**src/rtl/demux1to2_w4_reg_if.sv**
```systemverilog
// Handshake bundle for the registered 1-to-2 demultiplexer: one input stream, two output channels.
// Per-channel counters are present only when DEMUX_CNT_EN is defined.
interface demux1to2_w4_reg_if #(
  parameter int W = 4
`ifdef DEMUX_CNT_EN
  , parameter int CW = 8
`endif
);
  logic         in_valid;
  logic         in_ready;
  logic [W-1:0] in_data;
  logic         in_sel;
  logic         y0_valid;
  logic         y0_ready;
  logic [W-1:0] y0_data;
  logic         y1_valid;
  logic         y1_ready;
  logic [W-1:0] y1_data;
`ifdef DEMUX_CNT_EN
  logic [CW-1:0] y0_count;
  logic [CW-1:0] y1_count;
`endif

  modport slave (
    input  in_valid, in_data, in_sel, y0_ready, y1_ready,
    output in_ready, y0_valid, y0_data, y1_valid, y1_data
`ifdef DEMUX_CNT_EN
    , output y0_count, y1_count
`endif
  );

  modport master (
    output in_valid, in_data, in_sel, y0_ready, y1_ready,
    input  in_ready, y0_valid, y0_data, y1_valid, y1_data
`ifdef DEMUX_CNT_EN
    , input y0_count, y1_count
`endif
  );
endinterface

```
**src/rtl/demux1to2_w4_reg.sv**
```systemverilog
// Registered 1-to-2 demultiplexer with a one-entry holding slot per output channel.
// Optional per-channel accepted-word counters are enabled by defining DEMUX_CNT_EN.
module demux1to2_w4_reg #(
  parameter int W = 4
`ifdef DEMUX_CNT_EN
  , parameter int CW = 8
`endif
) (
  input  logic              clk,
  input  logic              rst,
  demux1to2_w4_reg_if.slave bus
);

  logic [1:0]   vld_q, vld_d;
  logic [W-1:0] dat_q [2];
  logic [W-1:0] dat_d [2];
  logic [1:0]   y_ready;
  logic [1:0]   load;
  logic [1:0]   drain;
  logic         in_ready;

  // Only the addressed slot gates acceptance, so a stalled channel never blocks the other.
  always_comb begin
    y_ready  = {bus.y1_ready, bus.y0_ready};
    in_ready = !rst && (!vld_q[bus.in_sel] || y_ready[bus.in_sel]);
    load     = 2'b00;
    if (bus.in_valid && in_ready) load[bus.in_sel] = 1'b1;
    drain    = vld_q & y_ready;
    for (int k = 0; k < 2; k++) begin
      vld_d[k] = load[k] | (vld_q[k] & ~drain[k]);
      dat_d[k] = load[k] ? bus.in_data : dat_q[k];
    end
  end

  always_ff @(posedge clk) begin
    if (rst) begin
      vld_q    <= 2'b00;
      dat_q[0] <= '0;
      dat_q[1] <= '0;
    end else begin
      vld_q    <= vld_d;
      dat_q[0] <= dat_d[0];
      dat_q[1] <= dat_d[1];
    end
  end

  assign bus.in_ready = in_ready;
  assign bus.y0_valid = vld_q[0];
  assign bus.y0_data  = dat_q[0];
  assign bus.y1_valid = vld_q[1];
  assign bus.y1_data  = dat_q[1];

`ifdef DEMUX_CNT_EN
  logic [CW-1:0] cnt_q [2];

  // Counters track input-side transfers and wrap naturally at 2^CW.
  always_ff @(posedge clk) begin
    if (rst) begin
      cnt_q[0] <= '0;
      cnt_q[1] <= '0;
    end else begin
      if (load[0]) cnt_q[0] <= cnt_q[0] + CW'(1);
      if (load[1]) cnt_q[1] <= cnt_q[1] + CW'(1);
    end
  end

  assign bus.y0_count = cnt_q[0];
  assign bus.y1_count = cnt_q[1];
`endif

endmodule

```
**src/flat_wrapper.sv**
```systemverilog
// flat-port wrapper written by rule: the top's interface ports become plain ports
module demux1to2_w4_reg_flat 
#(
  parameter int W = 4

)
  (clk, rst, bus_in_valid, bus_in_data, bus_in_sel, bus_y0_ready, bus_y1_ready, bus_in_ready, bus_y0_valid, bus_y0_data, bus_y1_valid, bus_y1_data);
  demux1to2_w4_reg_if #(.W(W)) bus_i ();
  input  logic clk;
  input  logic rst;
  input wire logic [$bits(bus_i.in_valid)-1:0] bus_in_valid;
  input wire logic [$bits(bus_i.in_data)-1:0] bus_in_data;
  input wire logic [$bits(bus_i.in_sel)-1:0] bus_in_sel;
  input wire logic [$bits(bus_i.y0_ready)-1:0] bus_y0_ready;
  input wire logic [$bits(bus_i.y1_ready)-1:0] bus_y1_ready;
  output wire logic [$bits(bus_i.in_ready)-1:0] bus_in_ready;
  output wire logic [$bits(bus_i.y0_valid)-1:0] bus_y0_valid;
  output wire logic [$bits(bus_i.y0_data)-1:0] bus_y0_data;
  output wire logic [$bits(bus_i.y1_valid)-1:0] bus_y1_valid;
  output wire logic [$bits(bus_i.y1_data)-1:0] bus_y1_data;
  assign bus_i.in_valid = bus_in_valid;
  assign bus_i.in_data = bus_in_data;
  assign bus_i.in_sel = bus_in_sel;
  assign bus_i.y0_ready = bus_y0_ready;
  assign bus_i.y1_ready = bus_y1_ready;
  assign bus_in_ready = bus_i.in_ready;
  assign bus_y0_valid = bus_i.y0_valid;
  assign bus_y0_data = bus_i.y0_data;
  assign bus_y1_valid = bus_i.y1_valid;
  assign bus_y1_data = bus_i.y1_data;
  demux1to2_w4_reg #(.W(W)) u_core (.clk(clk), .rst(rst), .bus(bus_i));
endmodule
```
**config.mk**
```make
export PLATFORM = sky130hd
export DESIGN_NAME = demux1to2_w4_reg_flat
export DESIGN_NICKNAME = d
export VERILOG_FILES = /design/src/rtl/demux1to2_w4_reg_if.sv /design/src/rtl/demux1to2_w4_reg.sv /design/src/flat_wrapper.sv
export SDC_FILE = /design/constraint.sdc
export NUM_CORES = 1
export LEC_CHECK = 0
export CAP_MARGIN = 20
export CORE_AREA = 5 5 42 44
export DETAILED_ROUTE_END_ITERATION = 8
export DIE_AREA = 0 0 47 49
export GPL_TIMING_DRIVEN = 1
export SYNTH_ARGS = -nofsm -noshare
export SYNTH_HDL_FRONTEND = slang
export SYNTH_SLANG_ARGS = --single-unit
```
**constraint.sdc**
```tcl
create_clock -name clk -period 1.3 [get_ports clk]
set_clock_uncertainty 0.1 [all_clocks]
set_input_delay 0.26 -clock clk [delete_from_list [all_inputs] [get_ports clk]]
set_output_delay 0.26 -clock clk [all_outputs]
set_load 0.01 [all_outputs]
```
==> impl_results.md <==
* Max-cap check violation count at 0
* CTS tree: yes
* Mapped Avg Cell Area at 11.4 um^2
* CP Capture Type: primary output
* Gr ovfl total at 0
* Warnings, synthesis at 0
* Critical path's top delay family: flip-flops
* Post-synth top area share at 48.6%
* Row cnt at 14
* Synth Instances at 36
* Synth Register Bits at 10
* First-pass detailed-route iteration total at 3
* Final Slew Violations at 0
* Die ar. at 2300 um^2
* H-Tree Level Count at 1
* Static Leakage at 0.000405 uW
* Placed Instance Area at 687 um^2
* Die X-Extent at between 40 and 50 um
* Vias in the first global route at 401
* Clock transition at path regs at 70 ps
* Number of I/O port buffers at 20
* Vias per cell at 4.39
* Wirelength per Cell at 12.3 um
* Post-route DRC at 0
* Seq pwr share at between 40% and 50%
* Synth Net Count at 46
* Placer congestion estimate at 0.633
* Global Route Usage Sum at approximately 9.8%
* R2R Path Start: u_core.vld_q[1]
* Nets at between 70 and 80
* Total power at 738 uW
* Worst Tran Pin Value at between 150 and 200 ps
* Root buffer cell: clkbuf_4
* I/O pin count at 21
* Fmax at 742 MHz
* Die H at 49 um
* Setup ws final at -47.2 ps
* CTS buffer count at 3
* Crit share post-route at 104%
* Slowest stage cell on the critical path: dfxtp_2
* Area delta synth->final at 86.9%
* 1st-iter DRT viols at 3
* Status: complete, but fails checks
* Layout cells sized above 1 at ~43%
* Crit-path cells: nand2b_4 > mux2i_1 > nor2_1 > buf_2
* Final wirelength at 1040 um
* Post-route cell area at 769 um^2
* Psw at around 160 uW
* CP Launch Type: flip-flop
* Fill cells at between 150 and 200
* Total number of vias at 369
* Peak VDD IR at 0.721 mV
* R2r setup slk at approximately 30 ps
* Antenna Violating Nets Remaining at 0
* WP data required at 940 ps
* Unrepaired setup endpoints after global routing: true
* Starting Density at 29.4%
* Kind of critical path: flip-flop to primary output
* Pin count of the biggest net entering global routing at 8
* Reg2Reg Depth at 5
* Top cells by area, synth: dfxtp_1 (49%), mux2_2 (22%), nor2b_1 (12%)
* First-pass GRT wire length at 1580 um
* Register area share after synthesis at 48.6%
* Synth cell types at 12
* Slew headroom at about nine tenths
* Initial antenna violation count at 0
* Hold-fix buffers, CTS at 0
* Switching Share at 21.8%
* Internal Dissipation at 577 uW
* Worst setup endpoint: bus_in_ready
* Antenna cells at 0
* Worst-path maximum fanout at 2
* Reg2reg end: u_core.dat_q[0][6]
* Crit-path max cell delay at roughly 350 ps
* Failing checks: setup timing
* HPWL after detailed placement at 698 um
* Combinational fraction of design power at about 18%
* Clk Latency, worst-skew pair at 260 ps
* CP startpoint: u_core.vld_q[1]
* Fin crit period at 1350 ps
* Final Setup Violations at 1
* Clk pwr share at 37.4%
* Synth Cell Area at 412 um^2
* Cell area power density at 959 nW/um^2
* Crit path depth at 4
* Core area at roughly 1400 um^2
* Sink Count at 10
* Yosys top cell by area: dfxtp_1
* Crit path DAT at 990 ps
* Number of hold violations in the final report at 0
* Tightest Hold Check Type: input port to flip-flop
* Worst Path Buf+Inv at 1
* CTS Buffer Depth at 2
[area by class of cell]
cell class	count	area (um^2)	share of cell area, %
Clock buffer	4	36.3	4.72
Multi-Input combinational cell	25	253	32.8
Sequential cell	10	203	26.3
Tap cell	16	20.0	2.60
Timing Repair Buffer	29	258	33.5
[routing by layer]
layer	vias to the layer above	global-route usage, %	wire length (um)
met5	-	0	0
met4	0	8.29	14
met3	2	4.80	81
met2	12	13.1	483
met1	170	11.0	456
li1	185	-	-
[worst min path at each step]
stage	startpoint	to	slack (ps)	cells past startpoint
final	bus_y0_ready	u_core.vld_q[0]	310	4
after global routing	bus_y0_ready	u_core.vld_q[0]	310	4
after CTS	bus_y1_ready	u_core.vld_q[1]	380	4
after detailed placement	u_core.vld_q[1]	u_core.vld_q[1]	490	3
after global placement	u_core.vld_q[1]	u_core.vld_q[1]	480	3
after floorplan	bus_in_data[0]	u_core.dat_q[0][0]	300	1
[placed cells by master (no fill, tap or decap), types with 2 or more instances in the layout]
cell type	count
nand2b_4	2
dlymetal6s2s_1	2
nor2b_1	8
buf_4	8
clkbuf_4	3
dfxtp_2	2
mux2_2	2
mux2_4	6
buf_6	2
a21oi_1	2
dlygate4sd2_1	12
dfxtp_1	8
clkdlybuf4s50_1	4
[sequential cells by signal, summed over array words and instances, names as in the netlist]
name / count
u_core.dat_q: 8
u_core.vld_q: 2
[cells in the mapped netlist (all sizes together)]
master,count
nor2b,8
nand2b,2
nand4b,1
mux2,8
nand2,1
nor2,1
buf,1
dfxtp,10
mux2i,1
nor3b,1
a21oi,2
[cell families (layout without fill, tap and decap cells)]
logic type,count (synthesis),in the layout,synth area share (%)
simple gates,14,14,23.4
compound gates,2,2,2.43
mux,9,9,24.3
flops,10,10,48.6
buf+inv,1,33,1.21
[what timing repair did]
action	in CTS	in global routing
pin swaps	1	2
setup buffers	0	2
gates cloned	0	0
setup endpoints to repair	19	7
gates resized for setup	27	8
[power groups by stage]
stage	registers [uW]	logic, uW	clock network (uW)
floorplan	345	37.4	0
global placement	337	130	0
detailed placement	337	131	0
CTS	331	122	288
global route	333	142	309
finish	331	131	276
[stage by stage]
step	instances	setup WS (ps)	hold slack [ps]	util, %	setup TNS, ps
CTS	83	-163	377	52.2	-163
floorplan	36	105	304	-	0
detailed placement	79	-579	488	49.0	-4390
finish	84	-47.2	307	54.9	-47.2
global placement	79	-581	477	49.0	-4390
global route	84	-117	312	54.9	-191
[tightest hold or removal path, delay by kind of cell]
family / cells / cell delay (ps)
AOI/OAI and AO/OA: 1 / 50
buffers and inverters: 2 / 200
and+or+nand+nor: 1 / 120
Power figures use the tool's default switching activity.
